[config.mk]
export PLATFORM = sky130hd
export DESIGN_NAME = line_fill_engine
export DESIGN_NICKNAME = d
export VERILOG_FILES = /design/src/rtl/line_pkg.sv /design/src/rtl/sprite_row_fetch.sv /design/src/rtl/line_fill_engine.sv
export SDC_FILE = /design/constraint.sdc
export NUM_CORES = 1
export LEC_CHECK = 0
export ABC_CLOCK_PERIOD_IN_PS = 11400
export BUFFER_PORTS_ARGS = -buffer_cell sky130_fd_sc_hd__buf_2
export CORE_UTILIZATION = 50
export DETAILED_ROUTE_END_ITERATION = 16
export GPL_ROUTABILITY_DRIVEN = 0
export GPL_TIMING_DRIVEN = 0
export PLACE_DENSITY = 0.73
export SYNTH_ARGS = -nofsm -noshare
export SYNTH_HDL_FRONTEND = slang
export SYNTH_SLANG_ARGS = --single-unit
[constraint.sdc]
create_clock -name Clk -period 11.4 [get_ports Clk]
set_input_delay 0.57 -clock Clk [delete_from_list [all_inputs] [get_ports Clk]]
set_output_delay 0.57 -clock Clk [all_outputs]
set_load 0.005 [all_outputs]
[src/rtl/line_pkg.sv]
// Shared types and constants for the scanline fill engine.
package line_pkg;

    localparam int         SPR_DIM     = 16;
    localparam logic [3:0] TRANSPARENT = 4'h0;
    localparam int         LINE_ADDR_W = 10;

    // FSM encoding kept as plain constants so older tools read it unchanged.
    typedef logic [2:0] fill_state_t;
    localparam fill_state_t ST_IDLE  = 3'd0;
    localparam fill_state_t ST_CLEAR = 3'd1;
    localparam fill_state_t ST_CHECK = 3'd2;
    localparam fill_state_t ST_DRAW  = 3'd3;
    localparam fill_state_t ST_DONE  = 3'd4;

    // One sprite slot as captured at line start.
    typedef struct packed {
        logic       en;
        logic [9:0] x;
        logic [9:0] y;
        logic [3:0] id;
    } sprite_t;

    // True when line ly falls inside the SPR_DIM rows starting at spr_y.
    // Done in 11 bits so spr_y near the top of the range cannot wrap.
    function automatic logic row_visible(input logic [9:0] spr_y, input logic [9:0] ly);
        logic [10:0] y_top;
        logic [10:0] y_bot;
        logic [10:0] y_cur;
        y_top = {1'b0, spr_y};
        y_bot = y_top + 11'(SPR_DIM - 1);
        y_cur = {1'b0, ly};
        return (y_top <= y_cur) && (y_cur <= y_bot);
    endfunction

endpackage

[src/rtl/sprite_row_fetch.sv]
// Fetches one 16-pixel sprite row from the sprite ROM and turns each
// returned pixel into a line buffer write request (address, data, enable).
module sprite_row_fetch
    import line_pkg::*;
#(
    parameter int LINE_W = 640
) (
    input  logic                   clk,
    input  logic                   rst,
    input  logic                   draw_i,
    input  logic [3:0]             id_i,
    input  logic [3:0]             row_i,
    input  logic [9:0]             x_i,
    output logic [11:0]            rom_addr_o,
    input  logic [3:0]             rom_data_i,
    output logic                   row_done_o,
    output logic                   pix_we_o,
    output logic [LINE_ADDR_W-1:0] pix_addr_o,
    output logic [3:0]             pix_data_o
);

    localparam logic [4:0]  COL_END  = 5'(SPR_DIM);
    localparam logic [10:0] LINE_W11 = 11'(LINE_W);

    logic [4:0]  col_q;
    logic        issue_q;
    logic [10:0] px_q;
    logic [11:0] rom_addr_q;
    logic        issuing;

    // Columns 0..15 issue an address; col_q == 16 is the drain cycle that
    // lets the last ROM read come back before the FSM moves on.
    assign issuing    = draw_i && (col_q != COL_END);
    assign row_done_o = draw_i && (col_q == COL_END);

    // Column counter, ROM address and the matching screen column for the
    // pixel that will return next cycle.
    always_ff @(posedge clk or posedge rst) begin
        if (rst) begin
            col_q      <= '0;
            issue_q    <= 1'b0;
            px_q       <= '0;
            rom_addr_q <= '0;
        end else begin
            issue_q <= issuing;
            if (issuing) begin
                rom_addr_q <= {id_i, row_i, col_q[3:0]};
                px_q       <= {1'b0, x_i} + {7'd0, col_q[3:0]};
                col_q      <= col_q + 5'd1;
            end else if (draw_i) begin
                col_q <= '0;
            end
        end
    end

    assign rom_addr_o = rom_addr_q;

    // Transparent pixels and columns past the right edge produce no write;
    // the 11-bit column keeps off-screen pixels from aliasing onto column 0.
    assign pix_we_o   = issue_q && (rom_data_i != TRANSPARENT) && (px_q < LINE_W11);
    assign pix_addr_o = px_q[LINE_ADDR_W-1:0];
    assign pix_data_o = rom_data_i;

endmodule

[src/rtl/line_fill_engine.sv]
// Renders one scanline of palette indices into the line buffer: clears the
// line to the background index, then composites the visible sprites in slot
// order so that higher slots land on top.
module line_fill_engine
    import line_pkg::*;
#(
    parameter int LINE_W  = 640,
    parameter int SPRITES = 4
) (
    input  logic                      Clk,
    input  logic                      Reset,
    input  logic                      line_start,
    input  logic [9:0]                line_y,
    input  logic [3:0]                bg_index,
    input  logic [SPRITES-1:0]        spr_en,
    input  logic [SPRITES-1:0][9:0]   spr_x,
    input  logic [SPRITES-1:0][9:0]   spr_y,
    input  logic [SPRITES-1:0][3:0]   spr_id,
    output logic [11:0]               rom_addr,
    input  logic [3:0]                rom_data,
    output logic [LINE_ADDR_W-1:0]    write_address,
    output logic [3:0]                data_In,
    output logic                      we,
    output logic                      busy,
    output logic                      done
);

    localparam int                     KW       = (SPRITES > 1) ? $clog2(SPRITES) : 1;
    localparam logic [KW-1:0]          K_LAST   = KW'(SPRITES - 1);
    localparam logic [LINE_ADDR_W-1:0] CLR_LAST = LINE_ADDR_W'(LINE_W - 1);

    fill_state_t            state_q, state_d;
    logic [KW-1:0]          k_q, k_d;
    logic [LINE_ADDR_W-1:0] clr_cnt_q, clr_cnt_d;
    logic [9:0]             ly_q;
    logic [3:0]             bg_q;
    sprite_t                spr_q  [SPRITES];
    sprite_t                spr_in [SPRITES];
    sprite_t                cur;

    logic                   we_q;
    logic [LINE_ADDR_W-1:0] wr_addr_q;
    logic [3:0]             wr_data_q;
    logic                   busy_q;
    logic                   done_q;

    logic                   start_accept;
    logic                   k_last;
    logic                   cur_visible;
    logic [3:0]             cur_row;
    logic                   draw_active;
    logic                   row_done;
    logic                   pix_we;
    logic [LINE_ADDR_W-1:0] pix_addr;
    logic [3:0]             pix_data;

    // Gather the per-slot input buses into sprite records.
    generate
        for (genvar gi = 0; gi < SPRITES; gi++) begin : g_slot_in
            assign spr_in[gi] = {spr_en[gi], spr_x[gi], spr_y[gi], spr_id[gi]};
        end
    endgenerate

    // A new line is only taken once the previous one, including its done
    // cycle, has fully retired.
    assign start_accept = line_start && (state_q == ST_IDLE) && !busy_q;

    assign cur         = spr_q[k_q];
    assign k_last      = (k_q == K_LAST);
    assign cur_visible = cur.en && row_visible(cur.y, ly_q);
    // Only the low 4 bits of the row offset matter once visibility holds.
    assign cur_row     = ly_q[3:0] - cur.y[3:0];
    assign draw_active = (state_q == ST_DRAW);

    // Shadow copy of the line parameters so input changes mid-render are ignored.
    always_ff @(posedge Clk or posedge Reset) begin
        if (Reset) begin
            ly_q <= '0;
            bg_q <= '0;
            for (int i = 0; i < SPRITES; i++) begin
                spr_q[i] <= '0;
            end
        end else if (start_accept) begin
            ly_q <= line_y;
            bg_q <= bg_index;
            for (int i = 0; i < SPRITES; i++) begin
                spr_q[i] <= spr_in[i];
            end
        end
    end

    // Next-state logic: clear sweep, per-slot visibility test, row draw.
    always_comb begin
        state_d   = state_q;
        k_d       = k_q;
        clr_cnt_d = clr_cnt_q;
        case (state_q)
            ST_IDLE: begin
                if (start_accept) begin
                    state_d   = ST_CLEAR;
                    k_d       = '0;
                    clr_cnt_d = '0;
                end
            end
            ST_CLEAR: begin
                clr_cnt_d = clr_cnt_q + 1'b1;
                if (clr_cnt_q == CLR_LAST) begin
                    clr_cnt_d = '0;
                    state_d   = ST_CHECK;
                end
            end
            ST_CHECK: begin
                if (cur_visible) begin
                    state_d = ST_DRAW;
                end else if (k_last) begin
                    state_d = ST_DONE;
                end else begin
                    k_d = k_q + 1'b1;
                end
            end
            ST_DRAW: begin
                if (row_done) begin
                    if (k_last) begin
                        state_d = ST_DONE;
                    end else begin
                        k_d     = k_q + 1'b1;
                        state_d = ST_CHECK;
                    end
                end
            end
            ST_DONE: begin
                state_d = ST_IDLE;
            end
            default: begin
                state_d = ST_IDLE;
            end
        endcase
    end

    // FSM, slot index and clear address registers.
    always_ff @(posedge Clk or posedge Reset) begin
        if (Reset) begin
            state_q   <= ST_IDLE;
            k_q       <= '0;
            clr_cnt_q <= '0;
        end else begin
            state_q   <= state_d;
            k_q       <= k_d;
            clr_cnt_q <= clr_cnt_d;
        end
    end

    sprite_row_fetch #(
        .LINE_W (LINE_W)
    ) u_fetch (
        .clk        (Clk),
        .rst        (Reset),
        .draw_i     (draw_active),
        .id_i       (cur.id),
        .row_i      (cur_row),
        .x_i        (cur.x),
        .rom_addr_o (rom_addr),
        .rom_data_i (rom_data),
        .row_done_o (row_done),
        .pix_we_o   (pix_we),
        .pix_addr_o (pix_addr),
        .pix_data_o (pix_data)
    );

    // Output stage: the clear sweep and sprite pixels share one registered
    // write port; the two never overlap in time.
    always_ff @(posedge Clk or posedge Reset) begin
        if (Reset) begin
            we_q      <= 1'b0;
            wr_addr_q <= '0;
            wr_data_q <= '0;
            busy_q    <= 1'b0;
            done_q    <= 1'b0;
        end else begin
            if (state_q == ST_CLEAR) begin
                we_q      <= 1'b1;
                wr_addr_q <= clr_cnt_q;
                wr_data_q <= bg_q;
            end else begin
                we_q      <= pix_we;
                wr_addr_q <= pix_addr;
                wr_data_q <= pix_data;
            end
            busy_q <= (state_q != ST_IDLE);
            done_q <= (state_q == ST_DONE);
        end
    end

    assign we            = we_q;
    assign write_address = wr_addr_q;
    assign data_In       = wr_data_q;
    assign busy          = busy_q;
    assign done          = done_q;

endmodule

---- Word-level counts from Yosys, hierarchy flattened ----
Cells that the tools add are included.
word-level totals
  register bits after elaboration ......... 175
  bits of input ports ..................... 121
  word-level logic and storage cells ...... 95
  output and inout port bits .............. 29
operators by class
  magnitude comparators ................... 4
  multiplexer cells ....................... 23
  equality and inequality tests ........... 13
  reductions and logical operators ........ 18
  add/sub/neg operators ................... 6
  bitwise gates (word level) .............. 1
operators with widths
  operator                                              number
  binary-select mux 25 bit (select 2 bit)               1
  2-to-1 mux 25 bit                                     2
  2-to-1 mux 10 bit                                     3
  case mux 10 bit (2 select lines)                      1
  2-to-1 mux 3 bit                                      6
  case mux 3 bit (4 select lines)                       1
  adder 10 x 4 -> 11 bit                                1
  adder 10 x 4 -> 11 bit, second input constant         1
  less-or-equal comparator 10 x 11 -> 1 bit             1
  < comparator 11 x 10 -> 1 bit, second input constant  1
  adder 10 x 1 -> 10 bit, second input constant         1
  equality test 10 bit, second input constant           1
  less-or-equal comparator 10 bit                       1
  2-to-1 mux 5 bit                                      2
  logical AND 1 bit                                     8
  2-to-1 mux 2 bit                                      4
  inequality test 2 bit, second input constant          4
  AND reduction 4 bit                                   2
  equality test 3 x 2 -> 1 bit, second input constant   2
  case mux 2 bit (3 select lines)                       1
  nonzero test 3 bit                                    2
  adder 5 x 1 -> 5 bit, second input constant           1
  equality test 5 bit, second input constant            1
  inequality test 5 bit, second input constant          1
  15 further kinds                                      16

---- Longest topological paths before layout ----
Gate-level depths: netlist of the first run.
  depth in word-level cells ............... 10
  gate-level depth with buffers ........... 17
  gate-level depth less buffers ........... 15

---- By module ----
From an unflattened synthesis of the first run, not the netlist that was laid out.
second synthesis, totals
  cells, all modules ...................... 698
  area, all modules ....................... 8558.2 µm²
by module, submodules not included
  module            seq. area each (µm²)  area an instance (µm²)  instances  cells an instance
  line_fill_engine  3653.5                7026.7                  1          534
  sprite_row_fetch  725.7                 1531.5                  1          164

---- Worst setup path after synthesis of the first run ----
OpenSTA, ideal clock, no wires.
  path type ............................... register to register
  start point ............................. reg k_q[0]
  end point ............................... reg k_q[0]
  library setup time ...................... 0.124 ns
  arrival ................................. 3.563 ns
  path slack .............................. 7.713 ns
  period minus slack after synthesis ...... 3.687 ns
  buffers on the path ..................... 2
  data required time ...................... 11.276 ns
  stages on the path, launching flop included .. 17
  cell sequence ........................... dfrtp_1 -> buf_6 -> buf_2 -> mux4_2 -> inv_1 -> ha_1 -> nor3b_2 -> nor2b_1 -> nand2_1 -> xor2_1 -> ha_1 -> a21o_1 -> a211oi_1 -> a31o_2 -> o211ai_4 -> and4bb_1 -> a211o_1
between the ends
  longest elaborated chain between the ends .. 10
  elaborated cells on any way between the ends .. 17
  those cells by class .................... 2 x add/sub; 2 x order compare; 2 x eq/ne; 7 x mux; 1 x bitwise; 3 x reduce/logical
RTL lines
  item                                                  line                     text
  start, declared                                       line_fill_engine.sv:33   logic [KW-1:0] k_q, k_d;
  start signal, assigned                                line_fill_engine.sv:148  k_q <= k_d;
  inverter 2 -> 3 bit (implied by the code)             line_fill_engine.sv:68   assign cur = spr_q[k_q];
  binary-select mux 25 bit (select 2 bit)               line_fill_engine.sv:68
  2-to-1 mux 25 bit (implied by the code) (2 in a row)  line_fill_engine.sv:68
  adder 10 x 4 -> 11 bit                                line_pkg.sv:31           y_bot = y_top + 11'(SPR_DIM - 1);
  less-or-equal comparator 10 x 11 -> 1 bit             line_pkg.sv:33           return (y_top <= y_cur) && (y_cur <= y_bot);
  logical AND 1 bit                                     line_pkg.sv:33
  logical AND 1 bit                                     line_fill_engine.sv:70   assign cur_visible = cur.en && row_visible(cur.y, ly_q);
  inequality test 2 bit (no line)                       -
  AND reduction 4 bit (no line)                         -
Several ways; a longest one is shown, not always the timed one. The select of a mux whose other input is x is not followed.
A chain may end at the register's enable or synchronous reset.

---- Worst setup path after layout of the first run ----
  start point ............................. reg k_q[1]
  end point ............................... reg k_q[0]
The elaborated chain is that of the path after synthesis.

==> results of run 1 <==
[kinds of logic after synthesis]
kind of cell    count (synthesis)  share of synthesized area [%]
simple gates                  127                           7.43
buf+inv                        55                           2.70
fa+ha+maj                      34                           5.28
mux                           153                           24.0
xor+xnor                       21                           2.20
compound gates                 77                           5.92
flops                         175                           52.5
[power breakdown]
part,total (mW),switching [mW],internal (mW)
Combinational,0.0988,0.0468,0.0520
Clock,0.546,0.226,0.320
Sequential,0.654,0.0113,0.643
Total,1.30,0.284,1.01
[per-stage QoR]
step                      setup WS (ns)  instance area [um2]  total power, mW  std cells  util (%)
after CTS                          6.96                 9950             1.31       1037      61.7
after global routing               6.66                 9950             1.35       1039      61.8
final                              6.90                 9960             1.30       1040      61.8
after detailed placement           7.00                 9400            0.764       1008      58.3
after floorplan                    6.08                 8350            0.722        642         -
after global placement             4.44                 9360            0.757       1007      58.1
[synthesized netlist by cell type (2+ instances only)]
cell / count
buf_2: 9
nand2b_1: 8
a21oi_1: 6
o21ai_0: 41
mux4_2: 25
nand2_1: 58
nor2_1: 18
and3_1: 8
and2_1: 4
clkbuf_1: 18
ha_1: 32
fa_1: 2
xnor2_1: 8
nand4_1: 5
a211oi_1: 3
o21a_1: 6
or3_1: 2
a22o_1: 2
mux2_2: 128
nand3_1: 6
nor2b_1: 7
xor2_1: 13
a21o_1: 3
dfrtp_1: 175
inv_1: 24
buf_1: 2
[critical path, cell delays in order, from the launching register on]
cell	delay (ns)
dfrtp_1	0.35
buf_2	0.27
buf_1	0.70
mux4_2	0.46
inv_1	0.11
ha_1	0.21
nor3b_2	0.18
nor2b_1	0.27
nand2_1	0.10
xor2_1	0.16
ha_1	0.32
a21o_1	0.19
a211oi_1	0.23
a31o_2	0.23
o211ai_4	0.11
and4bb_1	0.21
a211o_1	0.26
[flip-flops by register name (all words and copies together), names as in the netlist]
name                flops
we                      1
bg_q                    4
ly_q                   10
write_address          10
u_fetch.col_q           5
data_In                 4
state_q                 3
u_fetch.rom_addr_o     12
busy                    1
k_q                     2
u_fetch.px_q           11
done                    1
u_fetch.issue_q         1
spr_q                 100
clr_cnt_q              10
[path summary, 6_finish.rpt]
check                                            from               endpoint  cells after the start
min in group Clk                             spr_y[1]              spr_q[80]                      2
max in group asynchronous                       Reset       write_address[3]                      3
worst min register to register  u_fetch.rom_addr_o[4]  u_fetch.rom_addr_o[4]                      2
worst max register to register                 k_q[1]                 k_q[0]                     16
worst min-delay path                            Reset               spr_q[5]                      2
worst max-delay path                           k_q[1]                 k_q[0]                     16
[routing by layer]
layer  share of wire, %  GRT usage [%]  vias up
met5                  0              0        -
met4                2.2           10.0        0
met3                6.8           6.87       31
met2                 48           39.2      178
met1                 43           31.6     2877
li1                   -              -     2617
[layout make-up]
class / count / area (um2) / share of cell area [%]
clock inverters: 5 / 57.6 / 0.578
clock buffers: 24 / 492 / 4.94
multi-input cells: 412 / 3740 / 37.6
repair buffers: 150 / 773 / 7.77
flip-flops and latches: 175 / 4380 / 44.0
well taps: 216 / 270 / 2.71
plain buffers: 30 / 131 / 1.32
inverters: 25 / 101 / 1.02
diodes: 3 / 7.51 / 0.0754
==> metrics.md, run 1 <==
| Metric | Value |
|---|---|
| Nets | 966 |
| Fmax | 222 MHz |
| Vias per cell | 5.48 |
| Share of the synthesized area in the top cell type | 52.5% |
| Post-Syn Instances | 642 |
| Largest net degree at the start of global routing | 101 |
| Flops & latches, synth | 175 |
| Routed wire per std cell | 19.1 um |
| H-tree depth | 4 |
| Syn Area/Cell | 13.0 um2 |
| Antenna violations before repair | 4 |
| Residual DRC count | 0 |
| Rel. slew slack | 41.0% |
| Share of layout cells above drive strength 1 | 42.1% |
| Total grt overflow | 0 |
| Crit share post-route | 39.5% |
| FP Rows | 46 |
| Crit Path Category | flop to flop |
| Worst hold path class | primary input to async pin |
| R2r setup slk | 6.90 ns |
| CTS sink count | 175 |
| Post-synth top area cell | dfrtp_1 |
| CTS tree | done |
| Clk Latency, worst-skew pair | 0.43 ns |
| Die area | 17200 um2 |
| Synth Cell Area | 8350 um2 |
| Initial Util | 51.8% |
| Cts bufs inserted | 17 |
| Num ports | 150 |
| HPWL after DPL | 14.6 mm |
| PD cells | 130 nW/um2 |
| Ranking of synthesized cells by area | dfrtp_1 (52%), mux2_2 (17%), mux4_2 (6.7%) |
| Arrival time worst endpoint | 4.81 ns |
| Distinct cells, synth | 55 |
| CP max FO | 10 |
| Final min period | 4.50 ns |
| Die width | 131 um |
| Leading cell types in the layout, fill and taps excluded | dfrtp_1 (175), buf_2 (158), mux2_2 (128) |
| Sequential share of the synthesized area | 52.5% |
| EDFF count, synth | 0 |
| Fin. max-slew vios | 0 |
| Vias in the first global route | 6116 |
| Setup TNS | 0 ns |
| # setup viols final | 0 |
| Total number of vias | 5703 |
| Critical Path RT | 11.71 ns |
| Initial DRC count | 326 |
| Async set-reset flop share out of synthesis | 100% |
| Clock-pin slew on the worst setup and hold paths | 0.06 ns |
| Port-buffer cells | 149 |
| Final WL | 19.9 mm |
| Setup bufs post-CTS | 0 |
| Clk buf depth | 2 |
| CTS Hold Bufs | 0 |
| Core area | 16100 um2 |
| CP startpoint kind | flop |
| Dominant synthesized flop cell | dfrtp_1 |
| Synth Net Count | 797 |
| Final hold vios | 0 |
| Tot GR Track Use | 24.6% |
| Drt pass-1 iters | 5 |
| Outcome | completed |
| Yosys warning total | 0 |
| Peak VDD IR | 117 uV |
| Leak | 4.79 nW |
| Clk Tree Root Cell | clkbuf_16 |
| Cts repair resizes | 0 |
| Antenna Nets Post-Route | 0 |
| Post-Route Skew | 0.00988 ns |
| First-pass GRT wire length | 32.1 mm |
| RSZ-0062 raised after global routing | false |
| Most common cell after layout, fill and taps aside | dfrtp_1 |
| Smallest hold slack | 0.178 ns |
| Worst setup EP type | flop |
| FILL cells | 1275 |
| Maxcap violations | 0 |
| Worst-margin pin slew | 0.885 ns |
| Die H | 131 um |
| P&R area growth vs syn | 19.3% |
(Power assumes the default switching activity.)
==> run 2, diff against run 1 <==
--- a/config.mk
+++ b/config.mk
@@ -5,13 +5,13 @@
 export SDC_FILE = /design/constraint.sdc
 export NUM_CORES = 1
 export LEC_CHECK = 0
-export ABC_CLOCK_PERIOD_IN_PS = 11400
+export ABC_CLOCK_PERIOD_IN_PS = 3800
 export BUFFER_PORTS_ARGS = -buffer_cell sky130_fd_sc_hd__buf_2
 export CORE_UTILIZATION = 50
 export DETAILED_ROUTE_END_ITERATION = 16
 export GPL_ROUTABILITY_DRIVEN = 0
 export GPL_TIMING_DRIVEN = 0
-export PLACE_DENSITY = 0.73
+export PLACE_DENSITY = 0.76
 export SYNTH_ARGS = -nofsm -noshare
 export SYNTH_HDL_FRONTEND = slang
 export SYNTH_SLANG_ARGS = --single-unit
==> constraint.sdc (replaced) <==
create_clock -name Clk -period 3.8 [get_ports Clk]
set_input_delay 0.19 -clock Clk [delete_from_list [all_inputs] [get_ports Clk]]
set_output_delay 0.19 -clock Clk [all_outputs]
set_load 0.005 [all_outputs]
==> metrics.md, run 2 (same netlist as run 1, synthesis figures left out) <==
| Metric | Value |
|---|---|
| Leading cell types in the layout, fill and taps excluded | dfrtp_1 (175), buf_2 (156), mux2_2 (128) |
| Cts bufs inserted | 17 (unchanged) |
| Clk Tree Root Cell | clkbuf_16 |
| Antenna violations before repair | 1 (-3) |
| Final core occ | 69.0% (+7.2 points) |
| PD cells | 372 nW/um2 (+190%) |
| Clock-pin slew on the worst setup and hold paths | 0.07 ns (about the same) |
| Outcome | completed |
| Total grt overflow | 0 (unchanged) |
| Most common cell after layout, fill and taps aside | dfrtp_1 |
| First-pass GRT wire length | 33.4 mm (+4.2%) |
| Peak VDD IR | 466 uV (+300%) |
| Nets | 1074 (+11%) |
| Antenna Nets Post-Route | 0 (unchanged) |
| Die width | 131 um (unchanged) |
| Total number of vias | 6190 (+8.5%) |
| Arrival time worst endpoint | 4.01 ns (-0.80 ns) |
| Crit Path Category | flop to flop |
| Hold path depth | 2 |
| Post-Route Skew | 0.0124 ns (+0.00252 ns) |
| Area occupied by multi-input gates | 3760 um2 (+0.53%) |
| # setup viols final | 0 (unchanged) |
| Fin. max-slew vios | 0 (unchanged) |
| Worst hold path class | primary input to flop |
| Vias per cell | 5.39 (-1.8%) |
| Core area | 16100 um2 (unchanged) |
| Critical path buffers and inverters | 2 (-1) |
| Worst-margin pin slew | 0.841 ns (-0.0436 ns) |
| Tot GR Track Use | 25.6% (+1.0 points) |
| Sequential Area | 4380 um2 (unchanged) |
| Vias in the first global route | 6439 (+5.3%) |
| HPWL after DPL | 13.9 mm (-4.4%) |
| Routed wire per std cell | 18.7 um (-2.0%) |
| Total power | 4.14 mW (+220%) |
| Maxcap violations | 0 (unchanged) |
| Num ports | 150 (unchanged) |
| Max reg flops | 100 (unchanged) |
| Final hold vios | 0 (unchanged) |
| Worst path cell trace | buf_12, mux4_2, inv_1, ha_2, nor3b_4, nor2b_1, nand2_1, xor2_1, ha_1, a21o_1, a211oi_1, a31o_2, o211ai_4, and4bb_1, a211o_1 |
| Crit. path cell count | 15 (-1) |
| Crit share post-route | 97.0% (+58 points) |
| Die H | 131 um (unchanged) |
| Family with the most delay on the worst path | compound AO/OA/AOI/OAI gates |
| Die area | 17200 um2 (unchanged) |
| Residual DRC count | 0 (unchanged) |
| Clk Latency, worst-skew pair | 0.44 ns (about the same) |
| H-tree depth | 4 (unchanged) |
| Clk buf depth | 2 (unchanged) |
| Rel. slew slack | 43.9% (+2.9 points) |
| Setup TNS | 0 ns (unchanged) |
| CP max FO | 12 (+2) |
| FP Rows | 46 (unchanged) |
| Largest net degree at the start of global routing | 45 (-55%) |
| Drt pass-1 iters | 7 (+2) |
| CTS sink count | 175 (unchanged) |
| Crit path largest cell delay | 0.57 ns (-0.13 ns) |
| CP startpoint kind | flop |
| Worst setup EP type | flop |
| Initial DRC count | 341 (+4.6%) |
| Final WL | 21.5 mm (+8.2%) |
| Initial Util | 51.8% (unchanged) |
| FILL cells | 1135 (-11%) |
| Critical Path RT | 4.13 ns (-7.58 ns) |
| Final min period | 3.69 ns (-0.813 ns) |
| Worst R2R Path Depth | 15 (-1) |
| Top reg by flops | spr_q |
| Slowest CP cell | mux4_2 |
| Leak | 5.30 nW (+11%) |
| Port-buffer cells | 149 (unchanged) |
| CTS tree | done |
| P&R area growth vs syn | 33.2% |
| Fmax | 271 MHz (+22%) |
| Share of layout cells above drive strength 1 | 39.6% (-2.6 points) |
-- run 2: per-layer routing --
metal  GRT usage [%]  wire length [um]
met3            5.83              1210
met2            43.7             10800
met5               0                 0
met4            11.2               559
met1            30.9              8920
-- run 2: worst register-to-register path: cells and delay by family (launching register included) --
kind	cells	cell delay, ns
adder cells (fa/ha/maj)	2	0.50
buffers and inverters	2	0.30
AO/OA/AOI/OAI	5	1.06
XOR/XNOR	1	0.15
flip-flops	1	0.40
multiplexers	1	0.57
AND/OR/NAND/NOR	4	0.61
-- run 2: cell type report --
class / count / share of cell area, %
clock buffer: 17 / 3.83
inverter: 25 / 0.878
multi-input combinational: 412 / 33.8
tap: 216 / 2.43
antenna: 1 / 0.0225
timing repair buffer: 259 / 16.7
sequential: 175 / 39.4
clock inverter: 15 / 1.60
buffer: 29 / 1.34
-- run 2: what timing repair did --
action                                  4_1_cts  5_1_grt
setup buffers                                 2       11
endpoints found under the setup margin        7        4
gates resized for setup                       6        5
endpoints found under the hold margin       110        1
gates cloned                                  0        0
hold buffers                                 92        1
-- run 2: worst paths after layout --
path                       slack (ns)                endpoint            start
setup / recovery                 0.11                  k_q[0]           k_q[0]
hold / removal                  0.004               spr_q[23]        spr_x[39]
setup reg to reg                 0.11                  k_q[0]           k_q[0]
hold reg to reg                  0.48         u_fetch.px_q[5]  u_fetch.px_q[5]
max in group asynchronous        2.59  u_fetch.rom_addr_o[11]            Reset
min in group asynchronous        0.37   u_fetch.rom_addr_o[7]            Reset
-- run 2: through the flow --
stage / setup slack, ns / cell area, um2 / hold WS (ns) / instances
after detailed placement: -0.494 / 9450 / 0.283 / 1011
after global routing: -0.0256 / 11100 / 0.00113 / 1149
after floorplan: 0.113 / 8350 / 0.341 / 642
after global placement: -0.419 / 9370 / 0.421 / 1007
final: 0.113 / 11100 / 0.00417 / 1149
after CTS: 0.0245 / 11000 / 0.000222 / 1136
-- run 2: report_power, final --
part / leakage, nW / switching, mW / total [mW] / internal, mW
registers: 2.27 / 0.0379 / 1.96 / 1.93
clock network: 0.290 / 0.792 / 1.78 / 0.991
logic: 2.74 / 0.164 / 0.393 / 0.229
total: 5.30 / 0.993 / 4.14 / 3.15
==> run 3, diff against run 2 <==
--- a/config.mk
+++ b/config.mk
@@ -7,6 +7,7 @@
 export LEC_CHECK = 0
 export ABC_CLOCK_PERIOD_IN_PS = 3800
 export BUFFER_PORTS_ARGS = -buffer_cell sky130_fd_sc_hd__buf_2
+export CORE_ASPECT_RATIO = 1.2
 export CORE_UTILIZATION = 50
 export DETAILED_ROUTE_END_ITERATION = 16
 export GPL_ROUTABILITY_DRIVEN = 0
==> metrics.md, run 3 (same netlist as run 1, synthesis figures left out) <==
| Metric | Value |
|---|---|
| Slowest CP cell | mux4_2 |
| Routed wire per std cell | 18.3 um (-2.1%) |
| Residual DRC count | 0 (unchanged) |
| RR Startpoint | k_q[0] |
| Finished Layout Cells | 1137 (-1.0%) |
| Area occupied by multi-input gates | 3770 um2 (+0.13%) |
| CTS tree | done |
| Largest net degree at the start of global routing | 43 (-4.4%) |
| Placed instance count | 1008 (-0.30%) |
| Total number of vias | 6120 (-1.1%) |
| PD cells | 381 nW/um2 (+2.4%) |
| Worst slack at placement | -0.485 ns (+0.00907 ns) |
| Worst path cell trace | buf_12, mux4_2, inv_2, ha_2, nor3b_4, nor2b_1, nand2_1, xor2_1, ha_1, a21o_1, a211oi_2, a31o_2, o211ai_4, and4bb_1, a211o_1 |
| HPWL after DPL | 14.2 mm (+2.2%) |
| Tot GR Track Use | 25.7% (+0.14 points) |
| Core area | 16300 um2 (+0.97%) |
| Post-Route Skew | 0.00758 ns (-0.00482 ns) |
| Max reg flops | 100 (unchanged) |
| Hold Path Sink | spr_q[55] |
| Rel. slew slack | 43.7% (-0.24 points) |
| Initial DRC count | 278 (-18%) |
| Cts bufs inserted | 17 (unchanged) |
| Fmax | 271 MHz (-0.14%) |
| Antenna Nets Post-Route | 0 (unchanged) |
| # setup viols final | 0 (unchanged) |
| Clock-pin slew on the worst setup and hold paths | 0.06 ns (about the same) |
| Die width | 120 um (-8.6%) |
| Antenna diodes | 0 (-1) |
| Clk Latency, worst-skew pair | 0.43 ns (about the same) |
| R2R Path End | k_q[0] |
| DR WL met3 | 921 um (-24%) |
| Hold path depth | 2 (unchanged) |
| Fin. max-slew vios | 0 (unchanged) |
| Die H | 144 um (+9.4%) |
| FP Rows | 51 (+11%) |
| Share of layout cells above drive strength 1 | 39.6% (about the same) |
| P&R area growth vs syn | 33.3% (about the same) |
| Final min period | 3.69 ns (+0.00518 ns) |
| CTS sink count | 175 (unchanged) |
| Critical Path RT | 4.11 ns (-0.02 ns) |
| Outcome | completed |
| Top reg by flops | spr_q |
| Initial Util | 51.3% (-0.50 points) |
| Worst-margin pin slew | 0.845 ns (+0.00359 ns) |
| Setup TNS | 0 ns (unchanged) |
| First-pass GRT wire length | 33.0 mm (-1.2%) |
| Max layer used | met4 |
| CP max FO | 5 (-7) |
| Drt pass-1 iters | 4 (-3) |
| Crit path largest cell delay | 0.59 ns (+0.02 ns) |
| Final worst slack | 0.108 ns (-0.00518 ns) |
| Maxcap violations | 0 (unchanged) |
| Leading cell types in the layout, fill and taps excluded | dfrtp_1 (175), buf_2 (156), mux2_2 (128) |
| Crit share post-route | 97.2% (+0.14 points) |
| Final WL | 20.9 mm (-3.1%) |
| CP startpoint kind | flop |
| Total power | 4.24 mW (+2.5%) |
| Worst setup EP type | flop |
| Die area | 17200 um2 (about the same) |
| Total grt overflow | 0 (unchanged) |
| Leak | 5.30 nW (about the same) |
| H-tree depth | 4 (unchanged) |
| Arrival time worst endpoint | 4.00 ns (about the same) |
| Vias in the first global route | 6458 (+0.30%) |
| Clk buf depth | 2 (unchanged) |
| Worst R2R Path Depth | 15 (unchanged) |
| Vias per cell | 5.38 (about the same) |
| Clk Tree Root Cell | clkbuf_16 |
| Crit Path Category | flop to flop |
| R2r setup slk | 0.11 ns (about the same) |
| Worst hold path class | primary input to flop |
| Final hold vios | 0 (unchanged) |
| Met2 wire length | 10.6 mm (-2.5%) |
| Num ports | 150 (unchanged) |
| Port-buffer cells | 149 (unchanged) |
| Nets | 1068 (-0.56%) |
| Met1 Routed Length | 8.75 mm (-2.0%) |
| Most common cell after layout, fill and taps aside | dfrtp_1 |
| Peak VDD IR | 319 uV (-32%) |
| Antenna violations before repair | 0 (-1) |
| Hold_sp | spr_y[11] |
| Sequential Area | 4380 um2 (unchanged) |
| FILL cells | 1162 (+2.4%) |
-- run 3: cell types whose count changed in the layout (fill, tap and decap cells not counted), sizes merged --
cell / change
clkbuf: +6
inv: -6
dlygate4sd3: -4
buf: -2
bufinv: +2
clkinv: -2
clkinvlp: -1
diode: -1
-- run 3: layout make-up --
type                    instances  area share, %
well taps                     212           2.38
plain buffers                  29           1.37
repair buffers                253           16.4
clock buffers                  23           4.38
inverters                      25          0.877
multi-input cells             412           33.9
clock inverters                 8           1.37
flip-flops and latches        175           39.4
-- run 3: worst max path at each step --
stage / startpoint / end / slack (ns) / depth (start not counted)
after global routing: k_q[0] / k_q[0] / -0.08 / 15
after global placement: k_q[1] / k_q[0] / -0.46 / 16
after floorplan: k_q[0] / k_q[0] / 0.11 / 16
final: k_q[0] / k_q[0] / 0.11 / 15
after CTS: k_q[1] / k_q[0] / 0.08 / 16
after detailed placement: k_q[1] / k_q[0] / -0.49 / 16
-- run 3: power breakdown --
| group | internal, mW | switching [mW] |
|---|---|---|
| Combinational | 0.229 | 0.163 |
| Clock | 1.17 | 0.715 |
| Sequential | 1.93 | 0.0359 |
| Total | 3.33 | 0.913 |
-- run 3: metrics by stage --
| stage | utilization (%) | cell area, um2 | hold slack, ns |
|---|---|---|---|
| finish | 68.4 | 11100 | 0.00449 |
| global route | 68.4 | 11100 | 0.000412 |
| CTS | 67.8 | 11000 | 0.000232 |
| detailed placement | 58.2 | 9460 | 0.265 |
| global placement | 57.5 | 9360 | 0.421 |
| floorplan | - | 8350 | 0.341 |
-- run 3: layer usage --
metal | vias to the layer above | GRT usage (%)
li1 | 2826 | -
met1 | 3050 | 31.5
met2 | 195 | 43.6
met3 | 49 | 4.84
met4 | 0 | 12.8
met5 | - | 0
-- run 3: critical path: cells and delay by family (launching register included) --
| family | cells | cell delay [ns] |
|---|---|---|
| AOI/OAI and AO/OA | 5 | 1.04 |
| and+or+nand+nor | 4 | 0.62 |
| muxes | 1 | 0.59 |
| adders and majority gates | 2 | 0.48 |
| DFF | 1 | 0.40 |
| buffers and inverters | 2 | 0.25 |
| xor gates and xnor gates | 1 | 0.17 |
-- run 3: timing repair --
item | CTS | global route
endpoints found under the setup margin | 7 | 2
gates resized for setup | 6 | 7
pin swaps | 0 | 1
hold buffers | 86 | 3
hold endpoints to repair | 123 | 3
buffers inserted | 5 | 5
